### src/rtl/uv_stream_rx.sv
// Sequence receiver: buffers a valid/ready word stream in a small FIFO and flags breaks in an incrementing sequence.
// Optional embedded safety assertions are enabled with UV_STREAM_RX_PROPS_EN.
module uv_stream_rx #(
  parameter int WIDTH      = 8,
  parameter int DEPTH_LOG2 = 2
) (
  input  logic             clk,
  input  logic             rst,
  input  logic             in_valid,
  input  logic [WIDTH-1:0] in_data,
  output logic             in_ready,
  output logic             out_valid,
  output logic [WIDTH-1:0] out_data,
  input  logic             out_ready,
  output logic             seq_err,
  output logic [WIDTH-1:0] rx_count
);

  localparam int NENT = 1 << DEPTH_LOG2;
  localparam logic [DEPTH_LOG2:0] DEPTH = {1'b1, {DEPTH_LOG2{1'b0}}};

  logic [WIDTH-1:0]      mem_q [NENT];
  logic [DEPTH_LOG2-1:0] wr_ptr_q, rd_ptr_q;
  logic [DEPTH_LOG2:0]   count_q, count_d;
  logic                  first_q, err_q;
  logic [WIDTH-1:0]      exp_q, rx_cnt_q;
  logic                  push, pop;

  assign in_ready  = (count_q < DEPTH);
  assign out_valid = (count_q != '0);
  assign out_data  = mem_q[rd_ptr_q];
  assign seq_err   = err_q;
  assign rx_count  = rx_cnt_q;

  assign push = in_valid && in_ready;
  assign pop  = out_valid && out_ready;

  always_comb begin
    count_d = count_q;
    case ({push, pop})
      2'b10:   count_d = count_q + 1'b1;
      2'b01:   count_d = count_q - 1'b1;
      default: count_d = count_q;
    endcase
  end

  always_ff @(posedge clk or negedge rst) begin
    if (!rst) begin
      for (int i = 0; i < NENT; i++) mem_q[i] <= '0;
      wr_ptr_q <= '0;
      rd_ptr_q <= '0;
      count_q  <= '0;
      first_q  <= 1'b1;
      exp_q    <= '0;
      err_q    <= 1'b0;
      rx_cnt_q <= '0;
    end else begin
      count_q <= count_d;
      if (pop) rd_ptr_q <= rd_ptr_q + 1'b1;
      if (push) begin
        mem_q[wr_ptr_q] <= in_data;
        wr_ptr_q        <= wr_ptr_q + 1'b1;
        rx_cnt_q        <= rx_cnt_q + 1'b1;
        // checker always resyncs to the word just seen
        exp_q           <= in_data + 1'b1;
        first_q         <= 1'b0;
        if (!first_q && (in_data != exp_q)) err_q <= 1'b1;
      end
    end
  end

`ifdef UV_STREAM_RX_PROPS_EN
  logic [DEPTH_LOG2-1:0] ptr_diff;
  assign ptr_diff = wr_ptr_q - rd_ptr_q;

  always @* begin
    if (rst) begin
      prop_cnt: assert (count_q <= DEPTH);
      prop_rdy: assert (in_ready == (count_q != DEPTH));
      prop_vld: assert (out_valid == (count_q != '0));
      prop_ptr: assert (ptr_diff == count_q[DEPTH_LOG2-1:0]);
    end
  end
`endif

endmodule
### config.mk
export PLATFORM = sky130hd
export DESIGN_NAME = uv_stream_rx
export DESIGN_NICKNAME = d
export VERILOG_FILES = /design/src/rtl/uv_stream_rx.sv
export SDC_FILE = /design/constraint.sdc
export NUM_CORES = 1
export LEC_CHECK = 0
export BUFFER_PORTS_ARGS = -buffer_cell sky130_fd_sc_hd__buf_4
export CAP_MARGIN = 20
export CORE_MARGIN = 1
export CORE_UTILIZATION = 45
export DETAILED_ROUTE_END_ITERATION = 8
export GPL_ROUTABILITY_DRIVEN = 1
export GPL_TIMING_DRIVEN = 0
export PLACE_DENSITY_LB_ADDON = 0.2
export REMOVE_ABC_BUFFERS = 1
export SYNTH_ARGS = -nofsm -noshare
export SYNTH_HDL_FRONTEND = slang
export SYNTH_SLANG_ARGS = --single-unit
### constraint.sdc
create_clock -name clk -period 3 [get_ports clk]
set_input_delay 0.9 -clock clk [delete_from_list [all_inputs] [get_ports clk]]
set_output_delay 0.9 -clock clk [all_outputs]
set_load 0.01 [all_outputs]
Word-level counts from Yosys, hierarchy flattened:

Index checks and enable logic that the tools add are counted.

* register bits: 57
* input bits: 12
* output and inout port bits: 19
* logic and storage cells: 41

* $add $sub $neg: 6
* magnitude comparators: 4
* equal/unequal tests: 3
* multiplexer cells: 7
* bitwise gates (word level): 2
* reductions and logical operators: 8

Operators by type and width (count)
* bitwise mux 32 bit: 1
* two-way mux 8 bit: 3
* adder 8 x 1 -> 8 bit (second input constant): 2
* binary-select mux 8 bit (select 2 bit): 1
* demux 8 bit (select 2 bit): 1
* != test 8 bit: 1
* greater-or-equal comparator 3 bit (second input constant): 2
* NOT 2 -> 3 bit: 2
* one-hot mux 3 bit (2 select lines): 1
* adder 2 x 1 -> 2 bit (second input constant): 2
* logical AND 1 bit: 4
* adder 3 x 1 -> 3 bit (second input constant): 1
* < comparator 3 x 1 -> 1 bit (second input constant): 1
* < comparator 3 bit (second input constant): 1
* nonzero test 3 bit: 1
* subtractor 3 x 1 -> 3 bit (second input constant): 1
* equality test 2 x 1 -> 1 bit (second input constant): 1
* equality test 2 bit (second input constant): 1
* AND reduction 2 bit: 1
* nonzero test 2 bit: 1
* logical NOT 1 bit: 1

Longest topological paths before layout:

Gate-level depths: netlist (run 1).

* depth after elaboration: 6
* gate-level depth with buffers: 9
* gate-level depth less buffers: 8

Worst setup path before layout (run 1):

Ideal clock, no wire load.

* path kind: input -> register
* start point: in in_valid
* end point: reg count_q[2]
* setup time: 0.080 ns
* data arrival time: 2.371 ns
* data required time: 2.920 ns
* path slack: 0.549 ns
* stages on the path: 9
* buffers on the path: 1
* path through: nor2b_2 > inv_1 > clkbuf_1 > ha_1 > inv_1 > fa_1 > xor2_1 > nor2_1 > xnor2_1

* cells in the longest elaborated chain, start to end: 3
* elaborated cells between the ends (all ways): 5
* those cells by class: eq/ne (2); mux (1); reduce/logical (2)

Ends and longest elaborated chain
* from (decl): RTL line 9 `input logic in_valid,`
* logical AND 1 bit (*): RTL line 35 `assign push = in_valid && in_ready;`
* equality test 2 x 1 -> 1 bit / equality test 2 bit (equally long branches): RTL line 40 `case ({push, pop})`
* one-hot mux 3 bit (2 select lines) / nonzero test 2 bit (equally long branches)
* to (signal assigned): RTL line 58 `count_q <= count_d;`
* to (decl): RTL line 24 `logic [DEPTH_LOG2:0] count_q, count_d;`

Every way passes the cells marked *; elsewhere a longest branch is shown, timed or not.
A chain may end at the register's enable or synchronous reset.

Worst setup path in the final report (run 1):

* start point: reg rd_ptr_q[0]
* end point: out out_data[0]

* cells in the longest elaborated chain, start to end: 4

Ends and longest elaborated chain
* from (decl): RTL line 23 `logic [DEPTH_LOG2-1:0] wr_ptr_q, rd_ptr_q;`
* from (signal assigned): RTL line 59 `if (pop) rd_ptr_q <= rd_ptr_q + 1'b1;`
* NOT 2 -> 3 bit (implied by the code): RTL line 31 `assign out_data = mem_q[rd_ptr_q];`
* binary-select mux 8 bit (select 2 bit): RTL line 31
* two-way mux 8 bit (implied by the code) (2 in a row): RTL line 31
* to (decl): RTL line 13 `output logic [WIDTH-1:0] out_data,`

Every way passes these cells. The select of a mux whose other input is x is not followed.

==> qor.yml, run 1 <==
outcome: "complete, no violations"
cts_root_buf: "clkbuf_8"
rsz0062_at_grt: "false"
cellLeakagePower_nw: 1.46
cts_tree: "built"
r2r_setup_slack_ps: 730
clock_sinks: 57
syn_area_per_cell_um2: 13.4
hold_buffers: 0
dr.pass1.iters: 4
num_vias: 1583
fmax_mhz: 369
yosys_warnings: 0
dieHeight_um: 79.6
relSlewSlack_pct: 51.6
core_area_mm2: 0.00564
stdcell_area_mm2: 0.00316
routed_wl_um: 4730
cts_max_level: 3
drc: 0
hold_class: "register to register"
grt_max_degree: 58
cts_buffer_depth: 2
antenna_found_initial: 0
clkSlewWorstSetupHoldPaths_ps: 60
grt_pass1_vias: 1566
start_kind: "register"
hold_path_depth: 1
synth_top_area_share_pct: 51.7
finalPower_w: 0.00339
die_w_um: 79.6
min_from: "rx_count[7]$_DFFE_PN0P_"
io_buffers: 30
cts_buffers: 9
hold_path_end: "rx_count[7]$_DFFE_PN0P_"
critical_path_class: "register to output port"
reg2reg_to: "count_q[2]$_DFFE_PN0P_"
fin_crit_ps: 2710
start_util_pct: 48.1
clk_latency_ps: 330
antennaDiodeCount: 0
ioPinCount: 31
dr.first_iter.drc_count: 61
gr-total-overflow: 0
area_growth_syn_to_layout_pct: 16.7
detail-route-antenna-nets: 0
power_density_mw_per_mm2: 1070
grt_pass1_wl_um: 8120
drv_slew: 0
synth_area_leaders: "dfrtp_1, mux2_2, mux4_2, xor2_1, xnor2_1"
dpl.hpwl_um: 3080
synth_edf_count: 0
rows: 27
required_ps: 2100
drive_gt1_share_pct: 38.7
via_per_inst: 5.11
yosysSeqAreaShare_pct: 52.7
grt_usage_pct: 17.9
setup_viol: 0
hold_viol_final: 0
cp.arrival_ps: 1810
place_congestion: 0.696
synth_cell_type_count: 32
final_net_count: 254
skew_ps: 6.36
worstPathMaxFanout: 10
syn_inst: 203
synthFlopType: "dfrtp_1"
synthArstFlopShare_pct: 100
wl_per_cell_um: 15.3
r2r-start: "count_q[2]$_DFFE_PN0P_"
reg2reg_depth: 8
synth_area_mm2: 0.00271
cp-end-kind: "output port"
ys_ff_latch: 57
vdd_drop_max_mv: 0.534
tightest_slew_ps: 726
place_area_mm2: 0.00296
dieArea_mm2: 0.00634
maxCapViolCount: 0
synth_top_cell_by_area: "dfrtp_1"
finalCritPeriodShare_pct: 90.4
==> area by class of cell <==
type,instances,area [um^2]
Timing Repair Buffer,30,225
Sequential cell,57,1430
Inverter,7,26.3
Fill cell,485,2480
Clock inverter,3,40.0
Multi-Input combinational cell,129,1200
Tap cell,72,90.1
Clock buffer,12,155
==> synthesized netlist by cell type, drive strengths merged, types with 2 or more instances <==
library cell and count:
and2 2, ha 7, nor2 3, nand2 24, inv 7, mux4 8, nand3 6, and3 3
mux2 32, xnor2 13, dfrtp 56, o21ai 8, xor2 14, nor4 2, buf 9
==> placed cells by master, fill, tap and decap left out, types with 2 or more instances in the layout <==
master,count
dfrtp_1,56
buf_4,30
mux2_2,29
nand2_1,20
xor2_1,14
xnor2_1,13
clkbuf_8,11
mux4_2,8
inv_1,7
o21ai_0,7
ha_1,7
nand3_1,6
nand2_4,4
mux2_1,3
nor2_1,3
and3_1,2
nor4_2,2
clkinv_2,2
==> logic make-up after synthesis <==
| kind of cell | count (synthesis) | synth area share, % |
|---|---|---|
| AO/OA/AOI/OAI | 9 | 1.75 |
| flip-flops | 57 | 52.7 |
| AND/OR/NAND/NOR | 44 | 9.32 |
| XOR/XNOR | 27 | 8.72 |
| adder cells (fa/ha/maj) | 8 | 3.97 |
| buffers and inverters | 17 | 3.28 |
| multiplexers | 41 | 20.3 |
==> where the power goes <==
part | switching (W) | internal (W) | leakage (nW) | total [W]
registers | 0.000271 | 0.00113 | 0.687 | 0.00140
logic | 0.000519 | 0.000753 | 0.672 | 0.00127
clock network | 0.000289 | 0.000422 | 0.102 | 0.000710
total | 0.00108 | 0.00231 | 1.46 | 0.00339
==> registers in the layout (all words and copies together) (netlist names) <==
name      flops
wr_ptr_q      2
rx_count      8
seq_err       1
exp_q         8
mem_q        32
first_q       1
rd_ptr_q      2
count_q       3
==> timing repair <==
item,in CTS,in global routing
resized for setup,0,1
setup buffers,0,0
endpoints found under the hold margin,0,0
endpoints found under the setup margin,0,2
==> how the worst max path moves through the flow <==
stage	start	endpoint	cells past startpoint
5_1_grt	rd_ptr_q[0]$_DFFE_PN0P_	out_data[5]	2
3_5_place_dp	in_valid	count_q[2]$_DFFE_PN0P_	9
2_1_floorplan	in_valid	count_q[2]$_DFFE_PN0P_	8
6_report	rd_ptr_q[0]$_DFFE_PN0P_	out_data[0]	2
3_3_place_gp	in_valid	count_q[2]$_DFFE_PN0P_	9
4_1_cts	in_valid	count_q[2]$_DFFE_PN0P_	9
==> layer usage <==
layer  share of wire, %  up-vias  GRT usage (%)
li1                   -      758              -
met1                 49      783           25.0
met2                 46       34           25.4
met3                4.4        8           6.06
met4                1.0        0           7.09
met5                  0        -              0
==> worst max-delay path, stage by stage (launching register included) <==
cell and delay (ps):
dfrtp_1 730, mux4_2 600, buf_4 160
==> per-stage QoR <==
| stage | hold WS [ps] | utilization (%) | worst slack, ps | setup TNS (ps) | instances |
|---|---|---|---|---|---|
| 3_5_place_dp | 468 | 52.5 | -208 | -417 | 295 |
| 4_1_cts | 477 | 56.0 | 125 | 0 | 310 |
| 5_1_grt | 496 | 56.1 | 162 | 0 | 310 |
| 6_report | 469 | 56.1 | 288 | 0 | 310 |
| 3_3_place_gp | 450 | 52.5 | -191 | -377 | 295 |
| 2_1_floorplan | 459 | - | 232 | 0 | 193 |
Power figures use the tool's default switching activity.
==> run 2: changes to the inputs <==
Settings changed: BUFFER_PORTS_ARGS -buffer_cell sky130_fd_sc_hd__buf_4 to unset, CORE_UTILIZATION 45 to 35, DONT_BUFFER_PORTS set to 1.
==> run 2 against run 1 <==
Global-route usage down 3.8 points; power down 9.6%; count of clock-buffer cells in the layout down 2; sequential power about the same; clock skew up 1.7 ps; routed wire length up 4.0%; sequential share of layout area up 3.2 points; cell area down 6.6%; clock power down 9.2%; worst setup slack worse by 33 ps; register-to-register slack worse by 320 ps; highest routed layer unchanged.
==> qor.yml, run 2 (synthesized netlist as in run 1, its figures left out) <==
clkSlewWorstSetupHoldPaths_ps: 70  # was 60 ps
grt_usage_pct: 14.1  # was 17.9%
power_density_mw_per_mm2: 1040  # was 1070 mW/mm^2
reg2reg_to: "count_q[1]$_DFFE_PN0P_"  # was count_q[2]$_DFFE_PN0P_
cp-end-kind: "register"  # was output port
fin_crit_ps: 2750  # was 2710 ps
dpl.hpwl_um: 3190  # was 3080 um
relSlewSlack_pct: 50.4  # was 51.6%
tightest_slew_ps: 741  # was 726 ps
via_per_inst: 4.74  # was 5.11
finalCritPeriodShare_pct: 91.5  # was 90.4%
critPathMaxStageDelay_ps: 600  # was 730 ps
drc: 0  # unchanged
hold_class: "input port to async pin"  # was register to register
post_cts_resized: 0  # unchanged
fin_setup_tns_ps: 0  # unchanged
clk_latency_ps: 340  # was 330 ps
skew_ps: 8.01  # was 6.36 ps
drive_gt1_share_pct: 30.6  # was 38.7%
place_congestion: 0.674  # was 0.696
cts_root_buf: "clkbuf_8"  # unchanged
dieArea_mm2: 0.00810  # was 0.00634 mm^2
cp.arrival_ps: 3000  # was 1810 ps
cts_setup_buffers: 0  # unchanged
r2r-start: "count_q[2]$_DFFE_PN0P_"  # unchanged
antenna_found_initial: 0  # unchanged
r2r_setup_slack_ps: 410  # was 730 ps
required_ps: 3250  # was 2100 ps
dieHeight_um: 90.0  # was 79.6 um
start_util_pct: 36.8  # was 48.1%
stdcell_area_mm2: 0.00295  # was 0.00316 mm^2
outcome: "complete, no violations"  # unchanged
grt_pass1_vias: 1599  # was 1566
dr.pass1.iters: 2  # was 4
detail-route-antenna-nets: 0  # unchanged
routed_wl_um: 4920  # was 4730 um
largest_register_ffs: 32  # unchanged
largest_register: "mem_q"  # unchanged
drv_slew: 0  # unchanged
mostFrequentLayoutCells: "dfrtp_1, mux2_2, nand2_1, xor2_1, xnor2_1"  # was dfrtp_1, buf_4, mux2_2, nand2_1, xor2_1
hold_viol_final: 0  # unchanged
setup_viol: 0  # unchanged
grt_max_degree: 58  # unchanged
whs_ps: 252  # was 469 ps
place_area_mm2: 0.00277  # was 0.00296 mm^2
core_area_mm2: 0.00737  # was 0.00564 mm^2
cts_buffer_depth: 2  # unchanged
grt_pass1_wl_um: 8460  # was 8120 um
die_w_um: 90.0  # was 79.6 um
final_common_cell: "dfrtp_1"  # unchanged
vdd_drop_max_mv: 0.235  # was 0.534 mV
cts_max_level: 3  # unchanged
ioPinCount: 31  # unchanged
final_net_count: 224  # was 254
wl_per_cell_um: 16.0  # was 15.3 um
cellLeakagePower_nw: 1.29  # was 1.46 nW
rows: 31  # was 27
start_kind: "input port"  # was register
hold_buffers: 0  # unchanged
crit_path_cell_trace: "nor2b_2, inv_1, ha_1, inv_1, fa_1, mux2i_1"  # was mux4_2, buf_4
fmax_mhz: 364  # was 369 MHz
antennaDiodeCount: 0  # unchanged
cts_tree: "built"  # unchanged
cp_slowest_cell: "nor2b_2"  # was dfrtp_1
num_vias: 1461  # was 1583
dr.first_iter.drc_count: 84  # was 61
clock_sinks: 57  # unchanged
reg2reg_depth: 6  # was 8
maxCapViolCount: 0  # unchanged
finalPower_w: 0.00306  # was 0.00339 W
worstPathMaxFanout: 21  # was 10
cts_buffers: 9  # unchanged
crit_path_frequent_cell: "inv_1"
rsz0062_at_grt: "false"  # unchanged
critical_path_class: "input port to register"  # was register to output port
area_growth_syn_to_layout_pct: 8.95  # was 16.7%
io_buffers: 0  # was 30
gr-total-overflow: 0  # unchanged
-- run 2: changes by cell type in the layout (fill, tap and decap cells not counted), sizes merged --
cell / change
buf: -30
clkinvlp: +4
clkbuf: -2
bufinv: -1
-- run 2: final cells by class --
class                      instances  area (um^2)
clock buffer                      10          138
clock inverter                     6         43.8
fill                             729         4420
inverter                           7         26.3
multi-input combinational        129         1190
sequential                        57         1430
tap                               99          124
-- run 2: how the worst max path moves through the flow --
| stage | endpoint | cells after the start | from |
|---|---|---|---|
| CTS | count_q[1]$_DFFE_PN0P_ | 6 | in_valid |
| global route | count_q[1]$_DFFE_PN0P_ | 6 | in_valid |
| detailed placement | count_q[1]$_DFFE_PN0P_ | 6 | in_valid |
| finish | count_q[1]$_DFFE_PN0P_ | 6 | in_valid |
| global placement | count_q[1]$_DFFE_PN0P_ | 6 | in_valid |
| floorplan | count_q[2]$_DFFE_PN0P_ | 8 | in_valid |
-- run 2: critical path, delay by kind of cell --
family / cells / cell delay [ps]
buf+inv: 2 / 580
mux: 1 / 140
fa+ha+maj: 2 / 770
simple gates: 1 / 600
-- run 2: per-layer routing --
layer,global-route usage (%),up-vias,routed length (um)
met5,0,-,0
met4,7.26,0,106
met3,5.41,8,218
met2,21.6,22,2320
met1,17.2,740,2280
li1,-,691,-
-- run 2: metrics by stage --
| stage | worst slack, ps | utilization [%] | std cells |
|---|---|---|---|
| 6_report | 255 | 40.1 | 308 |
| 5_1_grt | 9.23 | 40.1 | 308 |
| 4_1_cts | 214 | 40.1 | 308 |
| 3_5_place_dp | -158 | 37.6 | 292 |
| 3_3_place_gp | -152 | 37.6 | 292 |
| 2_1_floorplan | 232 | - | 193 |
-- run 2: report_power, final --
part           internal (W)  total (W)  switching (W)  leakage [nW]
Clock              0.000321   0.000645       0.000324        0.0805
Sequential          0.00113    0.00142       0.000291         0.687
Combinational      0.000559   0.000993       0.000434         0.522
